--- config.mk ---
export PLATFORM = sky130hd
export DESIGN_NAME = char_sequencer_flat
export DESIGN_NICKNAME = d
export VERILOG_FILES = /design/src/rtl/char_seq_pkg.sv /design/src/rtl/char_seq_if.sv /design/src/rtl/char_seq_buffer.sv /design/src/rtl/char_sequencer.sv /design/src/flat_wrapper.sv
export SDC_FILE = /design/constraint.sdc
export NUM_CORES = 1
export LEC_CHECK = 0
export ABC_AREA = 1
export CORE_ASPECT_RATIO = 1.75
export CORE_MARGIN = 3
export CORE_UTILIZATION = 60
export CTS_CLUSTER_DIAMETER = 50
export DETAILED_ROUTE_END_ITERATION = 8
export PLACE_DENSITY = 0.79
export SLEW_MARGIN = 5
export SYNTH_ARGS = -nofsm -noshare
export SYNTH_HDL_FRONTEND = slang
export SYNTH_SLANG_ARGS = --single-unit
--- constraint.sdc ---
create_clock -name clk -period 3.24 [get_ports clk]
set_clock_uncertainty 0.05 [all_clocks]
set_input_delay 0.324 -clock clk [delete_from_list [all_inputs] [get_ports clk]]
set_output_delay 0.324 -clock clk [all_outputs]
set_load 0.05 [all_outputs]
--- src/rtl/char_seq_pkg.sv ---
// Shared types and constants for the character sequencer.
// CHAR_SEQ_BLANK_GAP_EN adds the GAP state used for the blank between loop passes.
package char_seq_pkg;

    localparam int unsigned CHAR_W = 7;
    localparam logic [CHAR_W-1:0] BLANK_CHAR = 7'h20;

    typedef enum logic [1:0] {
        IDLE,
        EMIT,
        WAIT
`ifdef CHAR_SEQ_BLANK_GAP_EN
        ,
        GAP
`endif
    } state_t;

endpackage

--- src/rtl/char_seq_if.sv ---
// Write handshake and character output bundle between the sequencer and its user.
interface char_seq_if;
    import char_seq_pkg::*;

    logic              wr_valid;
    logic [CHAR_W-1:0] wr_char;
    logic              wr_ready;
    logic              char_avail;
    logic [CHAR_W-1:0] char_out;

    modport master (
        output wr_valid, wr_char,
        input  wr_ready, char_avail, char_out
    );

    modport slave (
        input  wr_valid, wr_char,
        output wr_ready, char_avail, char_out
    );

endinterface

--- src/rtl/char_seq_buffer.sv ---
// Append-only message store with length, full flag and a combinational read port.
module char_seq_buffer
    import char_seq_pkg::*;
#(
    parameter int unsigned DEPTH = 16
) (
    input  logic                         clk,
    input  logic                         rst_n,
    input  logic                         ena,
    input  logic                         clear,
    input  logic                         wr_valid,
    input  logic [CHAR_W-1:0]            wr_char,
    output logic                         wr_ready,
    input  logic [$clog2(DEPTH+1)-1:0]   rd_idx,
    output logic [CHAR_W-1:0]            rd_char,
    output logic [$clog2(DEPTH+1)-1:0]   len
);

    localparam int unsigned CW = $clog2(DEPTH + 1);
    localparam int unsigned AW = $clog2(DEPTH);

    logic [CHAR_W-1:0] mem [DEPTH];
    logic              full;
    logic              we;

    assign full     = (len == CW'(DEPTH));
    assign wr_ready = ena & ~full;
    assign we       = wr_valid & wr_ready & ~clear;

    always_ff @(posedge clk or negedge rst_n) begin
        if (!rst_n) begin
            len <= '0;
        end else if (ena) begin
            if (clear) begin
                len <= '0;
            end else if (we) begin
                len <= len + CW'(1);
            end
        end
    end

    // Contents are don't-care after reset, so the array carries no reset.
    always_ff @(posedge clk) begin
        if (we) begin
            mem[len[AW-1:0]] <= wr_char;
        end
    end

    assign rd_char = (rd_idx < CW'(DEPTH)) ? mem[rd_idx[AW-1:0]] : '0;

endmodule

--- src/rtl/char_sequencer.sv ---
// Plays back a stored message as char_avail strobes paced by tick pulses.
// Define CHAR_SEQ_BLANK_GAP_EN to insert a blank character before each loop wrap.
module char_sequencer
    import char_seq_pkg::*;
#(
    parameter int unsigned DEPTH      = 16,
    parameter int unsigned HOLD_TICKS = 30
) (
    input  logic                       clk,
    input  logic                       rst_n,
    input  logic                       ena,
    input  logic                       tick,
    input  logic                       clear,
    input  logic                       start,
    input  logic                       loop,
    output logic                       busy,
    output logic [$clog2(DEPTH+1)-1:0] count,
    char_seq_if.slave                  bus
);

    localparam int unsigned CW = $clog2(DEPTH + 1);
    localparam int unsigned HW = $clog2(HOLD_TICKS + 1);

    state_t            state, state_nxt;
    logic [CW-1:0]     rd_idx, rd_idx_nxt;
    logic [CW-1:0]     emit_idx;
    logic [HW-1:0]     hold_cnt, hold_nxt;
    logic [CHAR_W-1:0] char_q;
    logic [CHAR_W-1:0] rd_char;
    logic [CW-1:0]     len;
    logic              load_en;
    logic              load_blank;

    char_seq_buffer #(
        .DEPTH (DEPTH)
    ) u_buffer (
        .clk      (clk),
        .rst_n    (rst_n),
        .ena      (ena),
        .clear    (clear),
        .wr_valid (bus.wr_valid),
        .wr_char  (bus.wr_char),
        .wr_ready (bus.wr_ready),
        .rd_idx   (emit_idx),
        .rd_char  (rd_char),
        .len      (len)
    );

    assign count = len;

    // The output character is captured on the edge entering EMIT/GAP so it
    // is valid in the same cycle as the strobe.
    always_ff @(posedge clk or negedge rst_n) begin
        if (!rst_n) begin
            state    <= IDLE;
            rd_idx   <= '0;
            hold_cnt <= '0;
            char_q   <= '0;
        end else if (ena) begin
            state    <= state_nxt;
            rd_idx   <= rd_idx_nxt;
            hold_cnt <= hold_nxt;
            if (load_en) begin
                char_q <= load_blank ? BLANK_CHAR : rd_char;
            end
        end
    end

    always_comb begin
        state_nxt  = state;
        rd_idx_nxt = rd_idx;
        hold_nxt   = hold_cnt;
        emit_idx   = rd_idx;
        load_en    = 1'b0;
        load_blank = 1'b0;
        if (clear) begin
            state_nxt  = IDLE;
            rd_idx_nxt = '0;
            hold_nxt   = '0;
        end else begin
            case (state)
                IDLE: begin
                    if (start && (len != '0)) begin
                        state_nxt  = EMIT;
                        rd_idx_nxt = '0;
                        emit_idx   = '0;
                        load_en    = 1'b1;
                    end
                end
                EMIT: begin
                    rd_idx_nxt = rd_idx + CW'(1);
                    hold_nxt   = '0;
                    state_nxt  = WAIT;
                end
`ifdef CHAR_SEQ_BLANK_GAP_EN
                GAP: begin
                    rd_idx_nxt = '0;
                    hold_nxt   = '0;
                    state_nxt  = WAIT;
                end
`endif
                WAIT: begin
                    if (tick) begin
                        if (hold_cnt == HW'(HOLD_TICKS - 1)) begin
                            hold_nxt = '0;
                            // len is the pre-write value, so a same-cycle append waits a pass.
                            if (rd_idx < len) begin
                                state_nxt = EMIT;
                                load_en   = 1'b1;
                            end else if (loop) begin
`ifdef CHAR_SEQ_BLANK_GAP_EN
                                state_nxt  = GAP;
                                load_en    = 1'b1;
                                load_blank = 1'b1;
`else
                                state_nxt  = EMIT;
                                rd_idx_nxt = '0;
                                emit_idx   = '0;
                                load_en    = 1'b1;
`endif
                            end else begin
                                state_nxt = IDLE;
                            end
                        end else begin
                            hold_nxt = hold_cnt + HW'(1);
                        end
                    end
                end
                default: begin
                    state_nxt = IDLE;
                end
            endcase
        end
    end

    always_comb begin
        bus.char_out   = char_q;
        busy           = (state != IDLE);
`ifdef CHAR_SEQ_BLANK_GAP_EN
        bus.char_avail = ena & ((state == EMIT) | (state == GAP));
`else
        bus.char_avail = ena & (state == EMIT);
`endif
    end

endmodule

--- src/flat_wrapper.sv ---
// flat-port wrapper written by rule: the top's interface ports become plain ports
module char_sequencer_flat import char_seq_pkg::*;
#(
    parameter int unsigned DEPTH      = 16,
    parameter int unsigned HOLD_TICKS = 30
)
  (clk, rst_n, ena, tick, clear, start, loop, busy, count, bus_wr_valid, bus_wr_char, bus_wr_ready, bus_char_avail, bus_char_out);
  char_seq_if bus_i ();
  input  logic clk;
  input  logic rst_n;
  input  logic ena;
  input  logic tick;
  input  logic clear;
  input  logic start;
  input  logic loop;
  output logic busy;
  output logic [$clog2(DEPTH+1)-1:0] count;
  input wire logic [$bits(bus_i.wr_valid)-1:0] bus_wr_valid;
  input wire logic [$bits(bus_i.wr_char)-1:0] bus_wr_char;
  output wire logic [$bits(bus_i.wr_ready)-1:0] bus_wr_ready;
  output wire logic [$bits(bus_i.char_avail)-1:0] bus_char_avail;
  output wire logic [$bits(bus_i.char_out)-1:0] bus_char_out;
  assign bus_i.wr_valid = bus_wr_valid;
  assign bus_i.wr_char = bus_wr_char;
  assign bus_wr_ready = bus_i.wr_ready;
  assign bus_char_avail = bus_i.char_avail;
  assign bus_char_out = bus_i.char_out;
  char_sequencer #(.DEPTH(DEPTH), .HOLD_TICKS(HOLD_TICKS)) u_core (.clk(clk), .rst_n(rst_n), .ena(ena), .tick(tick), .clear(clear), .start(start), .loop(loop), .busy(busy), .count(count), .bus(bus_i));
endmodule
==> results of run 1 <==
[report_power, final]
part,switching [mW],internal [mW]
clock,0.692,1.43
sequential,0.112,1.99
combinational,1.31,0.623
total,2.11,4.05
[sequential cells by signal (all words and copies together), names as in the netlist]
name                 flops
u_core.u_buffer.len      5
u_core.rd_idx            5
u_core.hold_cnt          5
u_core.state             2
u_core.bus.char_out      7
u_core.u_buffer.mem    112
[routing by layer]
layer  vias up  track usage (%)  share of wire, %
met2       315            49.64                53
met3        76            6.217               6.8
met5         -                0                 0
met4         0            18.39               6.1
met1      2311            28.06                34
li1       2177                -                 -
[cells by family (layout without fill, tap and decap cells)]
family | count (synthesis) | in the layout | synth area share [%]
AO/OA/AOI/OAI | 41 | 41 | 3.703
XOR/XNOR | 1 | 1 | 0.1386
adder cells (fa/ha/maj) | 16 | 16 | 3.168
buffers and inverters | 71 | 119 | 5.980
flip-flops | 136 | 136 | 62.73
AND/OR/NAND/NOR | 333 | 333 | 24.28
[cell type report]
cell class | instances | area [µm²]
fillers | 707 | 2962
inverters | 46 | 175.2
well taps | 127 | 158.9
flip-flops and latches | 136 | 3964
clock buffers | 18 | 429.2
multi-input cells | 391 | 1977
repair buffers | 41 | 405.4
clock inverters | 14 | 229.0
[path summary, 6_finish.rpt]
path,startpoint,to,slack [ns],cells past startpoint
worst max-delay path,u_core.u_buffer.len[2],u_core.bus.char_out[5],0.32,16
worst min-delay path,rst_n,u_core.hold_cnt[3],0.24,2
worst max register to register,u_core.u_buffer.len[2],u_core.bus.char_out[5],0.32,16
worst min register to register,u_core.bus.char_out[2],u_core.bus.char_out[2],0.44,2
max in group asynchronous,rst_n,u_core.bus.char_out[6],2.62,2
min in group clk,u_core.bus.char_out[2],u_core.bus.char_out[2],0.44,2
[cell usage after synthesis, types with 2 or more instances]
library cell,n,area (µm²)
o21ai_0,20,100.1
buf_4,7,52.55
buf_6,8,90.09
inv_2,3,11.26
dfrtp_1,24,600.6
edfxtp_1,112,3363
nor3_1,4,20.02
nand2_4,3,33.78
nor2_2,3,18.77
ha_1,16,200.2
o22ai_1,3,18.77
nand3b_1,2,15.01
nand3_1,170,850.8
nor2_1,28,105.1
inv_1,42,157.7
o211ai_1,3,22.52
nand2_1,114,427.9
a21oi_1,10,50.05
buf_2,9,45.04
nor3b_1,2,15.01
nand2_2,4,25.02
[worst max-delay path: cells and delay by family (launching register included)]
family / cells / cell delay, ns
flops: 1 / 0.49
buf+inv: 2 / 0.52
fa+ha+maj: 1 / 0.33
simple gates: 13 / 1.42
==> results.cfg, run 1 <==
[outcome]
status = complete, no violations

[placement]
hpwl_mm = 10.63
pre_cts_ws_ns = 0.4366
placedCellCount = 741
io_buffers = 29
placed_cell_area_um2 = 6680
place_congestion = 0.8969

[floorplan]
ios = 30
die_height_um = 141.8
start_util_pct = 61.35
rows = 49
dieArea_um2 = 11850
core_um2 = 10300
die_w_um = 83.58

[cells_and_area]
post_route_cells_drive_above_1_share_pct = 8.514
design_area_um2 = 7338
post-route-util_pct = 71.25
final_nets = 664
fin_cells = 773
n_antenna_cell = 0
layout_commonest_cell = nand3_1
final_cell_mix = nand3_1 (170), nand2_1 (114), edfxtp_1 (112), inv_1 (42), clkdlybuf4s50_1 (29)
area_growth_pct = 16.14

[detailed_routing]
drtIter0Drc = 640
drt-wirelength-per-cell_um = 20.59
drt_wl_total_mm = 15.92
drtAntennaViolNets = 0
firstDrtPassIters = 6
vias_per_cell = 6.312
drc = 0
vias = 4879

[setup_path]
path_common_cell = nand2_1
path_class = register to register
critPathMaxStageDelay_ns = 0.49
crit_path_max_fanout = 15
endpoint_kind = register
crit_chain = inv_1, ha_1, nand2_1, nand2_1, nand2_1, nand3_1, nand2_2, nand2_4, nand2_4, nand2_1, inv_2, nand3_1, nand3_1, nand2_1, nand2_1, nand2_1
critPathArrivalTime_ns = 3.17
startpoint_type = register
crit_required_ns = 3.50
crit_slowest_cell = dfrtp_1

[sta]
hold_viol = 0
min_period_over_period_pct = 89.99
fmax_ghz = 0.3430
whs_ns = 0.2393
tightest_slew_ns = 0.7957
setup-tns-final_ns = 0
setup-violations-final = 0
rsz0062_at_grt = no
period_minus_slack_ns = 2.916
slew_headroom_pct = 46.79
setup_ws_ns = 0.3244
finalMaxSlewViolations = 0

[clock_tree]
clock_latency_ns = 0.42
hold_buffers = 0
cts_buffers = 17
cts_tree = done
cts-root-buf = clkbuf_16
post_cts_buffers = 0
path_clk_slew_ns = 0.06
clockBufferDepth = 2
cts_resized = 0
numClockSinks = 136
htreeDepth = 4

[yosys]
syn_area_per_cell_um2 = 10.57
synthDistinctLibCells = 32
syn_nets = 629
synth_edf_count = 112
ys_seq_area_share_pct = 62.73
yosysWarnings = 0
async_flop_share_pct = 17.65
ys_seq_elements = 136
synth.cell_area_um2 = 6319
synth_ff_type = edfxtp_1
syn_inst = 598

[worst_hold_path]
hold_path_class = input pin to asynchronous set/reset pin

[grt]
grt_pass1_vias = 4804
grt_pass1_wl_mm = 24.47
grt_use_total_pct = 27.55
antenna_found_initial = 0
grt_overflow_total = 0
grt_start_max_net_pins = 57

[pwr]
ir_drop_v = 0.0007070
p_total_mw = 6.161
p_leak_nw = 2.858
p_per_area_nw_per_um2 = 839.6

[flow_run]
drv_cap = 0
Note: power is estimated with default switching activity, not from simulation.
==> run 2, diff against run 1 <==
--- a/config.mk
+++ b/config.mk
@@ -11,7 +11,8 @@
 export CORE_UTILIZATION = 60
 export CTS_CLUSTER_DIAMETER = 50
 export DETAILED_ROUTE_END_ITERATION = 8
-export PLACE_DENSITY = 0.79
+export DONT_BUFFER_PORTS = 1
+export PLACE_DENSITY = 0.76
 export SLEW_MARGIN = 5
 export SYNTH_ARGS = -nofsm -noshare
 export SYNTH_HDL_FRONTEND = slang
==> results.cfg, run 2 (synthesized netlist as in run 1, its figures left out) <==
[pwr]
seq_power_share_pct = 39.3
ir_drop_v = 0.0008543
p_leak_nw = 2.749
power_switching_share_pct = 36.12
power_switching_mw = 2.087
p_per_area_nw_per_um2 = 817.9
power_frac_clock_pct = 32.0
internal_power_mw = 3.691
power_frac_comb_pct = 28.7

[cells_and_area]
n_antenna_cell = 0
fill_cells = 731
largest_reg_flops = 112
final_nets = 643
layout_commonest_cell = nand3_1
area_growth_pct = 11.80
multi_input_comb_area_um2 = 1977
regArea_um2 = 3964
post-route-util_pct = 68.59
final_cell_mix = nand3_1 (170), nand2_1 (114), edfxtp_1 (112), inv_1 (42), nor2_1 (28)
post_route_cells_drive_above_1_share_pct = 8.800
fin_cells = 752

[setup_path]
crit_path_max_fanout = 29
critPathArrivalTime_ns = 3.03
startpoint = u_core.u_buffer.len[3]
r2r_cells = 16
endpoint_kind = register
crit_required_ns = 3.49
timing.rr.start = u_core.u_buffer.len[3]
path_class = register to register
worst_r2r_endpoint = u_core.bus.char_out[1]
regToRegSetupSlack_ns = 0.45
cp-endpoint = u_core.bus.char_out[1]
startpoint_type = register

[detailed_routing]
drtAntennaViolNets = 0
vias = 4714
vias_per_cell = 6.269
drc = 0
drt-wirelength-per-cell_um = 20.54
firstDrtPassIters = 6
drtIter0Drc = 650
drt_wl_total_mm = 15.45

[clock_tree]
cts-root-buf = clkbuf_16
clockBufferDepth = 2
path_clk_slew_ns = 0.06
cts_buffers = 17
cts_resized = 0
numClockSinks = 136
cts_tree = done
htreeDepth = 4
clock_latency_ns = 0.41

[grt]
grt_pass1_vias = 4713
gr-usage-met1_pct = 30.35
grt_pass1_wl_mm = 24.74
busiest_layer = met2
grt_util_met3_pct = 6.566
grt_use_total_pct = 27.47
grt_start_max_net_pins = 57
grt_overflow_total = 0
met2_usage_pct = 49.06
antenna_found_initial = 0

[sta]
slew_headroom_pct = 45.02
period_minus_slack_ns = 2.786
hold_viol = 0
finalMaxSlewViolations = 0
min_period_over_period_pct = 86.00
setup-violations-final = 0
setup_ws_ns = 0.4535
whs_ns = 0.04422
setup-tns-final_ns = 0
rsz0062_at_grt = no
tightest_slew_ns = 0.8220
fmax_ghz = 0.3589

[flow_run]
drv_cap = 0

[placement]
placedCellCount = 711
pre_cts_ws_ns = 0.5497
hpwl_mm = 10.06
place_congestion = 0.9556
io_buffers = 0

[floorplan]
ios = 30
core_um2 = 10300
dieArea_um2 = 11850
rows = 49
die_height_um = 141.8
start_util_pct = 61.35
die_w_um = 83.58

[outcome]
status = complete, no violations

[worst_hold_path]
hold_path_class = input pin to register
## run 2: area by class of cell
cell class | count | share of cell area, %
flip-flops and latches | 136 | 56.11
multi-input cells | 391 | 27.98
clock buffers | 24 | 6.677
repair buffers | 20 | 3.117
inverters | 46 | 2.480
well taps | 127 | 2.249
clock inverters | 8 | 1.382
## run 2: what timing repair did
item                      in CTS  in global routing
setup buffers                  0                  0
hold buffers                   9                  0
hold endpoints to repair     136                  0
## run 2: metrics by stage
| stage | area, µm² | total power [mW] |
|---|---|---|
| after detailed placement | 6395 | 3.872 |
| after CTS | 7064 | 5.766 |
| after global placement | 6395 | 3.822 |
| final | 7064 | 5.778 |
| after floorplan | 6319 | 3.534 |
| after global routing | 7064 | 6.081 |
## run 2: power by group through the flow
stage          clock network [mW]  registers, mW  logic, mW
6_report                     1.85           2.27       1.66
5_1_grt                      1.95           2.28       1.85
4_1_cts                      1.86           2.27       1.64
3_5_place_dp                    0           2.30       1.57
3_3_place_gp                    0           2.29       1.53
2_1_floorplan                   0           2.27       1.26
## run 2: how the worst min path moves through the flow
stage,from,end,slack [ns],depth (start not counted)
2_1_floorplan,rst_n,u_core.bus.char_out[0],-0.02,0
3_3_place_gp,rst_n,u_core.hold_cnt[0],-0.02,0
3_5_place_dp,rst_n,u_core.hold_cnt[1],-0.02,0
4_1_cts,bus_wr_valid,u_core.u_buffer.len[2],0.04,2
5_1_grt,bus_wr_valid,u_core.u_buffer.len[2],0.07,2
6_report,bus_wr_valid,u_core.u_buffer.len[2],0.04,2
## run 2: metal layers
layer  share of wire, %  wire length (µm)  up-vias
met3                7.1              1104       55
met2                 54              8307      261
li1                   -                 -     2133
met5                  0                 0        -
met4                4.8               735        0
met1                 34              5297     2265
## run 2: critical path, cell delays in order, from the launching register on
cell and delay, ns:
dfrtp_1 0.46, inv_1 0.13, ha_1 0.30, nand2_1 0.08, inv_1 0.05, nand2_1 0.06, nand3_1 0.13, nand2_2 0.14
nand2_4 0.09, nand2_4 0.10, nand2_4 0.22, inv_4 0.34, nand3_1 0.12, nand3_1 0.13, nand3_1 0.11, nand3_1 0.09
nand2_1 0.06
==> run 3, diff against run 2 <==
--- a/config.mk
+++ b/config.mk
@@ -11,8 +11,7 @@
 export CORE_UTILIZATION = 60
 export CTS_CLUSTER_DIAMETER = 50
 export DETAILED_ROUTE_END_ITERATION = 8
-export DONT_BUFFER_PORTS = 1
-export PLACE_DENSITY = 0.76
+export PLACE_DENSITY = 0.79
 export SLEW_MARGIN = 5
 export SYNTH_ARGS = -nofsm -noshare
 export SYNTH_HDL_FRONTEND = slang
==> results of run 3 <==
No change in the layout: final DEF, timing and power equal those of run 1.
